File: src/rtl/simd_dmem_dump_reader_pkg.sv
// Shared definitions for the DMEM dump reader: FSM encoding, bus timing and lane sizing.
package simd_dmem_dump_reader_pkg;

  localparam int unsigned STATE_W = 3;

  localparam logic [STATE_W-1:0] ST_IDLE    = 3'd0;
  localparam logic [STATE_W-1:0] ST_READ    = 3'd1;
  localparam logic [STATE_W-1:0] ST_CAPTURE = 3'd2;
  localparam logic [STATE_W-1:0] ST_EMIT    = 3'd3;
  localparam logic [STATE_W-1:0] ST_FIN     = 3'd4;

  // DMEM returns read data the cycle after the request.
  localparam int unsigned READ_LATENCY = 1;

  // Lane index needs at least one bit even for a single-lane (CP) row.
  function automatic int unsigned laneIdxWidth(input int unsigned numLanes);
    return (numLanes > 1) ? $clog2(numLanes) : 1;
  endfunction

endpackage

File: src/rtl/simd_dmem_dump_reader_serializer.sv
// Row buffer plus lane counter: presents one lane word at a time on a valid/ready stream.
module simd_dmem_dump_reader_serializer
  import simd_dmem_dump_reader_pkg::*;
#(
  parameter int unsigned DATA_WIDTH = 32,
  parameter int unsigned NUM_LANES  = 1
) (
  input  logic                            iClk,
  input  logic                            iReset,
  input  logic                            iLoad,
  input  logic                            iAdvance,
  input  logic                            iEmitNext,
  input  logic                            iRowsOne,
  input  logic [NUM_LANES*DATA_WIDTH-1:0] iRow,
  input  logic                            iReady,
  output logic                            oValid,
  output logic [DATA_WIDTH-1:0]           oData,
  output logic                            oLast,
  output logic                            oFire_c,
  output logic                            oLaneLast_c
);

  localparam int unsigned LANE_W = laneIdxWidth(NUM_LANES);

  logic [NUM_LANES*DATA_WIDTH-1:0] rowBuf;
  logic [LANE_W-1:0]               lane;
  logic [LANE_W-1:0]               nextLane;
  logic                            validQ;
  logic [DATA_WIDTH-1:0]           dataQ;
  logic                            lastQ;

  assign nextLane    = lane + LANE_W'(1);
  assign oFire_c     = validQ & iReady;
  assign oLaneLast_c = (lane == LANE_W'(NUM_LANES - 1));

  // Data and Last are re-registered only on load/advance, so they hold while stalled.
  always_ff @(posedge iClk or negedge iReset) begin
    if (!iReset) begin
      rowBuf <= '0;
      lane   <= '0;
      validQ <= 1'b0;
      dataQ  <= '0;
      lastQ  <= 1'b0;
    end else begin
      validQ <= iEmitNext;
      if (iLoad) begin
        rowBuf <= iRow;
        lane   <= '0;
        dataQ  <= iRow[DATA_WIDTH-1:0];
        lastQ  <= iEmitNext && (NUM_LANES == 1) && iRowsOne;
      end else if (iAdvance) begin
        lane   <= nextLane;
        dataQ  <= rowBuf[DATA_WIDTH*nextLane +: DATA_WIDTH];
        lastQ  <= iEmitNext && (nextLane == LANE_W'(NUM_LANES - 1)) && iRowsOne;
      end else if (!iEmitNext) begin
        lastQ  <= 1'b0;
      end
    end
  end

  assign oValid = validQ;
  assign oData  = dataQ;
  assign oLast  = lastQ;

endmodule

File: src/rtl/simd_dmem_dump_reader.sv
// DMEM read-back engine: walks a word range over the DMEM bus and streams each row lane by lane.
module simd_dmem_dump_reader
  import simd_dmem_dump_reader_pkg::*;
#(
  parameter int unsigned DATA_WIDTH = 32,
  parameter int unsigned ADDR_WIDTH = 12,
  parameter int unsigned NUM_LANES  = 1
) (
  input  logic                            iClk,
  input  logic                            iReset,
  input  logic                            iStart,
  input  logic                            iAbort,
  input  logic [ADDR_WIDTH-3:0]           iBase_Word,
  input  logic [ADDR_WIDTH-2:0]           iWord_Count,
  output logic                            oBusy,
  output logic                            oDone,
  output logic [NUM_LANES-1:0]            oBus_DMEM_Valid,
  output logic [NUM_LANES*ADDR_WIDTH-1:0] oBus_DMEM_Address,
  output logic [NUM_LANES*DATA_WIDTH-1:0] oBus_DMEM_Write_Data,
  output logic [NUM_LANES-1:0]            oBus_DMEM_Write_Enable,
  input  logic [NUM_LANES*DATA_WIDTH-1:0] iBus_DMEM_Read_Data,
  output logic                            oDump_Valid,
  input  logic                            iDump_Ready,
  output logic [DATA_WIDTH-1:0]           oDump_Data,
  output logic                            oDump_Last
);

  localparam int unsigned WORD_W = ADDR_WIDTH - 2;
  localparam int unsigned CNT_W  = ADDR_WIDTH - 1;

  logic [STATE_W-1:0] state;
  logic [STATE_W-1:0] nextState;
  logic [WORD_W-1:0]  wordAddr;
  logic [CNT_W-1:0]   rowsLeft;
  logic               busyQ;
  logic               doneQ;
  logic               busValidQ;
  logic               fire_c;
  logic               laneLast_c;
  logic               rowsOne_c;
  logic               rowDone_c;
  logic               loadRow_c;
  logic               advLane_c;
  logic               emitNext_c;

  assign rowsOne_c = (rowsLeft == CNT_W'(1));

  // Next-state logic; abort from any busy state wins over start and handshake.
  always_comb begin
    nextState = state;
    case (state)
      ST_IDLE:    if (iStart) nextState = (iWord_Count == '0) ? ST_FIN : ST_READ;
      ST_READ:    nextState = ST_CAPTURE;
      ST_CAPTURE: nextState = ST_EMIT;
      ST_EMIT:    if (fire_c && laneLast_c) nextState = rowsOne_c ? ST_FIN : ST_READ;
      ST_FIN:     nextState = ST_IDLE;
      default:    nextState = ST_IDLE;
    endcase
    if (iAbort && (state != ST_IDLE)) nextState = ST_IDLE;
  end

  always_comb begin
    rowDone_c  = 1'b0;
    loadRow_c  = 1'b0;
    advLane_c  = 1'b0;
    emitNext_c = (nextState == ST_EMIT);
    if (!iAbort) begin
      rowDone_c = (state == ST_EMIT) && fire_c && laneLast_c;
      loadRow_c = (state == ST_CAPTURE);
      advLane_c = (state == ST_EMIT) && fire_c && !laneLast_c;
    end
  end

  always_ff @(posedge iClk or negedge iReset) begin
    if (!iReset) state <= ST_IDLE;
    else         state <= nextState;
  end

  // Status/bus outputs are registered from the next state so they line up with it.
  always_ff @(posedge iClk or negedge iReset) begin
    if (!iReset) begin
      busyQ     <= 1'b0;
      doneQ     <= 1'b0;
      busValidQ <= 1'b0;
      wordAddr  <= '0;
      rowsLeft  <= '0;
    end else begin
      busyQ     <= (nextState != ST_IDLE);
      doneQ     <= (nextState == ST_FIN);
      busValidQ <= (nextState == ST_READ);
      if ((state == ST_IDLE) && iStart) begin
        wordAddr <= iBase_Word;
        rowsLeft <= iWord_Count;
      end else if (rowDone_c) begin
        wordAddr <= wordAddr + WORD_W'(1);
        rowsLeft <= rowsLeft - CNT_W'(1);
      end
    end
  end

  simd_dmem_dump_reader_serializer #(
    .DATA_WIDTH (DATA_WIDTH),
    .NUM_LANES  (NUM_LANES)
  ) uSerializer (
    .iClk        (iClk),
    .iReset      (iReset),
    .iLoad       (loadRow_c),
    .iAdvance    (advLane_c),
    .iEmitNext   (emitNext_c),
    .iRowsOne    (rowsOne_c),
    .iRow        (iBus_DMEM_Read_Data),
    .iReady      (iDump_Ready),
    .oValid      (oDump_Valid),
    .oData       (oDump_Data),
    .oLast       (oDump_Last),
    .oFire_c     (fire_c),
    .oLaneLast_c (laneLast_c)
  );

  assign oBusy                  = busyQ;
  assign oDone                  = doneQ;
  assign oBus_DMEM_Valid        = {NUM_LANES{busValidQ}};
  assign oBus_DMEM_Address      = {NUM_LANES{wordAddr, 2'b00}};
  assign oBus_DMEM_Write_Data   = '0;
  assign oBus_DMEM_Write_Enable = '0;

endmodule

File: config.mk
export PLATFORM = sky130hd
export DESIGN_NAME = simd_dmem_dump_reader
export DESIGN_NICKNAME = d
export VERILOG_FILES = /design/src/rtl/simd_dmem_dump_reader_pkg.sv /design/src/rtl/simd_dmem_dump_reader_serializer.sv /design/src/rtl/simd_dmem_dump_reader.sv
export SDC_FILE = /design/constraint.sdc
export NUM_CORES = 1
export LEC_CHECK = 0
export ABC_AREA = 1
export CORE_AREA = 2 2 103 105
export DETAILED_ROUTE_END_ITERATION = 8
export DIE_AREA = 0 0 105 107
export GPL_ROUTABILITY_DRIVEN = 0
export PLACE_DENSITY = 0.83
export REMOVE_ABC_BUFFERS = 1
export SETUP_SLACK_MARGIN = 0.02
export SYNTH_ARGS = -nofsm -noshare
export SYNTH_HDL_FRONTEND = slang
export SYNTH_SLANG_ARGS = --single-unit
File: constraint.sdc
create_clock -name iClk -period 3.2 [get_ports iClk]
set_input_delay 0.64 -clock iClk [delete_from_list [all_inputs] [get_ports iClk]]
set_output_delay 0.64 -clock iClk [all_outputs]
set_load 0.005 [all_outputs]
==> reports/results.ini, run 1 <==
[worst_setup_path]
cp_top_family = buffers and inverters
worst_setup_path_end_kind = output pin
cp_max_fo = 7
slowest_stage = clkdlybuf4s50_1
critPathKind = register to output pin
r2r_start = state[1]
slowest_delay_ps = 550
required_ps = 2560
timing.critical_path.from = wordAddr[6]
critical_path_arrival_ps = 1400
crit_buf_inv = 1
path_cells = clkdlybuf4s50_1
start_kind = register

[logic_synthesis]
post_synth.cell_area_avg_um2 = 8.379
synth-edff-count = 0
synth_top_area_share_pct = 52.57
synthArstFlopShare_pct = 100.0
yosysUniqueCellTypes = 30
synth_top_flop_cell = dfrtp_1
synth_top_area_cell = dfrtp_1
synth_seq_cells = 94
syn_inst = 534
yosys_warnings = 0
synth_area_mm2 = 0.004474
synth_area_leaders = dfrtp_1 (53%), nand2_1 (14%), buf_4 (6.4%)
yosys-top-cells-count = nand2_1 (167), dfrtp_1 (94), nor2_1 (66), buf_4 (38), inv_1 (33)
ys_seq_area_share_pct = 52.57
yosysMostFrequentCell = nand2_1

[global_route]
grt_pass1_vias = 3680
antenna_found_initial = 0
globalRoute.totalOverflow = 0
grtUsageTotal_pct = 19.23
grt_first_pass_wirelength_um = 17550
grt_max_degree = 67

[routing]
drc = 0
wl_um = 10330
via_count = 3790
routed_via_density = 4.903
drtIter0Drc = 224
wl_per_cell_um = 13.36
ant_nets = 0
dr.pass1.iters = 5

[power]
p_total_w = 0.004818
p_per_area_mw_per_mm2 = 848.7
ir_drop_mv = 0.3116
p_leak_nw = 2.682

[clock_tree]
cts_root_buf = clkbuf_8
clock_path_buffers = 2
cts_tree = built
clk_pin_slew_ps = 90
cts_buffers = 9
post_cts_buffers = 0
clock-sinks = 94
cts_resized = 0
cts_hold_buf = 0
htreeDepth = 3
clk_latency_ps = 360

[hold_path]
min-delay-path-class = input pin to asynchronous set/reset pin

[cells_and_area]
syn2layout_area_growth_pct = 26.87
drive_gt1_share_pct = 5.181
final_core_utilization_pct = 56.25
n_antenna_cell = 0
fin_nets = 694

[timing]
min_period_over_period_pct = 63.84
finalHoldViolCount = 0
period_minus_slack_ps = 2043
clock_skew_ps = 7.042
finalWorstSetupSlack_ps = 1157
fin_setup_tns_ps = 0
slew_headroom_pct = 56.76
rsz0062_at_grt = no
max_freq_mhz = 489.5
whs_ps = 305.0
drv_slew = 0
setup_violations = 0
worst_pin_slew_ps = 648.6

[run_status]
status = complete, no violations

[place]
hpwl_um = 7464
place_ws_ps = 822.5
portBuffers = 104

[floorplanning]
core_mm2 = 0.01009
dieHeight_um = 107
die_area_mm2 = 0.01124
floorplan.initialDensity_pct = 44.33
fp-row-count = 37
ioPinCount = 140
die_w_um = 105

[flow_run]
drv_cap = 0

kinds of logic after synthesis:
| kind of cell | synth area share [%] |
|---|---|
| simple gates | 26.51 |
| other cells | 0.08381 |
| fa+ha+maj | 0.8390 |
| xor+xnor | 1.174 |
| flops | 52.57 |
| compound gates | 7.494 |
| buf+inv | 11.33 |
final cells by class:
| type | count | area [µm²] |
|---|---|---|
| flip-flops and latches | 94 | 2352 |
| multi-input cells | 385 | 1743 |
| clock buffers | 12 | 145.1 |
| well taps | 136 | 170.2 |
| repair buffers | 107 | 1086 |
| inverters | 36 | 135.1 |
| clock inverters | 3 | 45.04 |
| fillers | 920 | 4415 |
layout by cell type (no fill, tap or decap), types with 6 or more instances in the layout:
| cell | instances |
|---|---|
| conb_1 | 35 |
| a31oi_1 | 32 |
| nor2_1 | 66 |
| o211ai_1 | 6 |
| nand4_1 | 6 |
| nor3_1 | 8 |
| clkdlybuf4s50_1 | 103 |
| o21ai_0 | 10 |
| nand3_1 | 26 |
| clkbuf_8 | 10 |
| nand2_1 | 167 |
| inv_1 | 33 |
| dfrtp_1 | 94 |
routing by layer:
layer / part of all wire, % / GRT usage (%) / routed length [µm] / up-vias
met5: 0 / 0 / 0 / -
met4: 1.2 / 7.429 / 129 / 0
met3: 8.1 / 3.708 / 840 / 12
met2: 49 / 31.96 / 5022 / 187
met1: 42 / 24.97 / 4334 / 1759
li1: - / - / - / 1832
final timing paths:
| kind | endpoint | slack, ps | cells after the start |
|---|---|---|---|
| hold reg to reg | uSerializer.rowBuf[6] | 480 | 2 |
| min in group iClk | uSerializer.rowBuf[6] | 480 | 2 |
| setup reg to reg | rowsLeft[1] | 1400 | 6 |
| max in group asynchronous | uSerializer.lane | 2230 | 2 |
| hold / removal | uSerializer.rowBuf[2] | 310 | 1 |
| setup / recovery | oBus_DMEM_Address[8] | 1160 | 1 |
through the flow:
stage          cell area (µm²)  cells
3_3_place_gp              5487    758
5_1_grt                   5677    773
4_1_cts                   5677    773
2_1_floorplan             4230    515
6_report                  5677    773
3_5_place_dp              5487    758
sequential cells by signal, indices dropped and copies added (netlist names):
signal,count
oBusy,1
uSerializer.oValid,1
uSerializer.lane,1
uSerializer.rowBuf,32
oDone,1
uSerializer.oData,32
uSerializer.oLast,1
wordAddr,10
oBus_DMEM_Valid,1
rowsLeft,11
state,3
power breakdown:
part / internal, W / switching (W) / leakage [nW]
sequential: 0.00173 / 0.000329 / 1.14
clock: 0.000379 / 0.000401 / 0.0887
combinational: 0.000989 / 0.000988 / 1.45
total: 0.00310 / 0.00172 / 2.68
Note: power is estimated with default switching activity, not from simulation.
==> run 2, diff against run 1 <==
--- a/config.mk
+++ b/config.mk
@@ -6,11 +6,11 @@
 export NUM_CORES = 1
 export LEC_CHECK = 0
 export ABC_AREA = 1
-export CORE_AREA = 2 2 103 105
+export CORE_AREA = 2 2 107 109
 export DETAILED_ROUTE_END_ITERATION = 8
-export DIE_AREA = 0 0 105 107
+export DIE_AREA = 0 0 109 111
 export GPL_ROUTABILITY_DRIVEN = 0
-export PLACE_DENSITY = 0.83
+export PLACE_DENSITY = 0.81
 export REMOVE_ABC_BUFFERS = 1
 export SETUP_SLACK_MARGIN = 0.02
 export SYNTH_ARGS = -nofsm -noshare
==> constraint.sdc (replaced) <==
create_clock -name iClk -period 1.65 [get_ports iClk]
set_input_delay 0.33 -clock iClk [delete_from_list [all_inputs] [get_ports iClk]]
set_output_delay 0.33 -clock iClk [all_outputs]
set_load 0.005 [all_outputs]
==> run 2 against run 1 <==
  * Critical path type unchanged
  * Non-clock buffer count rose by 27
  * Critical endpoint is now oBus_DMEM_Address[2]
  * Design area increased by 7.3%
  * Power increased by 110%
  * Sequential share of layout area fell by 2.7 points
  * First-iteration DRC count unchanged
  * Clock power rose to 2.6 times the previous value
  * Largest cell class unchanged
==> reports/results.ini, run 2 (synthesis results as in run 1) <==
[routing]
dr.pass1.iters = 4  ; was 5
drc = 0  ; unchanged
wl_per_cell_um = 13.00  ; was 13.36 µm
via_count = 3897  ; was 3790
ant_nets = 0  ; unchanged
wl_um = 10500  ; was 10330 µm
routed_via_density = 4.823  ; was 4.903
drtIter0Drc = 224  ; unchanged

[timing]
setup_violations = 0  ; unchanged
finalHoldViolCount = 0  ; unchanged
fin_setup_tns_ps = 0  ; unchanged
min_period_over_period_pct = 96.42
clock_skew_ps = 8.395  ; was 7.042 ps
drv_slew = 0  ; unchanged
period_minus_slack_ps = 1591
max_freq_mhz = 628.6
rsz0062_at_grt = no  ; unchanged

[worst_setup_path]
slowest_delay_ps = 520  ; was 550 ps
r2r_start = rowsLeft[0]  ; was state[1]
path_cells = clkdlybuf4s50_1  ; unchanged
crit_buf_inv = 1  ; unchanged
r2r_end = rowsLeft[10]  ; was rowsLeft[1]
cp_max_fo = 6  ; was 7
r2r_slack_ps = 120  ; was 1400 ps
rr_worst_depth = 8  ; was 6
required_ps = 1320  ; was 2560 ps
critPathKind = register to output pin  ; unchanged
cp_top_family = buffers and inverters  ; unchanged
start_kind = register  ; unchanged
worst_setup_path_end_kind = output pin  ; unchanged
slowest_stage = clkdlybuf4s50_1  ; unchanged
critical_path_depth = 1  ; unchanged
critical_path_arrival_ps = 1260  ; was 1400 ps

[hold_path]
min-delay-path-class = input pin to asynchronous set/reset pin  ; unchanged

[power]
p_per_area_mw_per_mm2 = 1689  ; was 848.7 mW/mm²
p_leak_nw = 2.883  ; was 2.682 nW
ir_drop_mv = 0.8457  ; was 0.3116 mV

[global_route]
grtUsageTotal_pct = 17.61  ; was 19.23%
grt_first_pass_wirelength_um = 17010  ; was 17550 µm
grt_pass1_vias = 3646  ; was 3680
grt_max_degree = 38  ; was 67
globalRoute.totalOverflow = 0  ; unchanged
antenna_found_initial = 0  ; unchanged

[place]
portBuffers = 104  ; unchanged
hpwl_um = 7911  ; was 7464 µm

[clock_tree]
clk_pin_slew_ps = 60  ; was 90 ps
clock_path_buffers = 2  ; unchanged
cts_tree = built  ; unchanged
cts_buffers = 9  ; unchanged
clock-sinks = 94  ; unchanged
clk_latency_ps = 330  ; was 360 ps
cts_root_buf = clkbuf_16  ; was clkbuf_8
htreeDepth = 3  ; unchanged

[cells_and_area]
fill_cells = 985  ; was 920
syn2layout_area_growth_pct = 36.10  ; was 26.87%
final_core_utilization_pct = 54.98  ; was 56.25%
drive_gt1_share_pct = 10.23  ; was 5.181%
layout_common_cells = nand2_1 (167), clkdlybuf4s50_1 (102), dfrtp_1 (89)  ; was nand2_1 (167), clkdlybuf4s50_1 (103), dfrtp_1 (94)
final_common_cell = nand2_1  ; unchanged
fin_nets = 721  ; was 694
n_antenna_cell = 0  ; unchanged

[floorplanning]
core_mm2 = 0.01108  ; was 0.01009 mm²
die_area_mm2 = 0.01210  ; was 0.01124 mm²
fp-row-count = 39  ; was 37
floorplan.initialDensity_pct = 40.39  ; was 44.33%
ioPinCount = 140  ; unchanged
die_w_um = 109  ; was 105 µm
dieHeight_um = 111  ; was 107 µm

[flow_run]
drv_cap = 0  ; unchanged

[run_status]
status = complete, no violations  ; unchanged

[run 2: changes by cell type in the layout (fill, tap and decap cells not counted), sizes merged]
cell	before	now
buf	4	30
clkdlybuf4s50	103	102
clkinv	0	1
clkinvlp	2	1
dlygate4sd2	0	1
dlygate4sd3	0	1
inv	36	37
[run 2: timing repair]
action                                  CTS  global route
gates cloned                              0             0
endpoints found under the setup margin    4             9
hold endpoints to repair                 22             0
pin swaps                                 0             1
gates resized for setup                   4             5
setup buffers                             1             6
hold buffers                              1             0
[run 2: metrics by stage]
| step | total power, W | setup WS [ps] | hold WS [ps] | instance area [µm²] | cells |
|---|---|---|---|---|---|
| floorplan | 0.005947 | -168.7 | 34.41 | 4230 | 515 |
| global placement | 0.007912 | -145.0 | 252.2 | 5713 | 784 |
| detailed placement | 0.008126 | -200.2 | 254.4 | 5713 | 784 |
| CTS | 0.01026 | 14.82 | 440.4 | 6035 | 802 |
| global route | 0.01107 | 3.741 | 467.1 | 6090 | 808 |
| finish | 0.01029 | 59.04 | 453.0 | 6090 | 808 |
[run 2: metal layers]
metal  GRT usage [%]  part of all wire, %
met5               0                    0
met4           3.675                 0.12
met3           3.939                  6.9
met2           28.45                   48
met1           24.26                   45
[run 2: area by class of cell]
type                            instances  area [µm²]  area share (%)
Tap cell                              143       178.9           2.938
Clock buffer                           12       246.5           4.048
Timing Repair Buffer                  134        1365           22.42
Clock inverter                          4       55.05          0.9040
Sequential cell                        94        2359           38.73
Multi-Input combinational cell        385        1750           28.74
Inverter                               36       135.1           2.219
[run 2: worst max path at each step]
stage	slack [ps]	start	endpoint
after detailed placement	-200	iAbort	uSerializer.oData[27]
after global routing	4	state[1]	rowsLeft[10]
after CTS	10	wordAddr[5]	oBus_DMEM_Address[7]
after global placement	-150	iDump_Ready	uSerializer.oLast
final	60	wordAddr[0]	oBus_DMEM_Address[2]
after floorplan	-170	state[2]	uSerializer.oLast
[run 2: power by group]
group	internal (W)	switching, W	leakage [nW]	total [W]
combinational	0.00219	0.00205	1.60	0.00424
sequential	0.00338	0.000615	1.14	0.00399
clock	0.00122	0.000822	0.143	0.00205
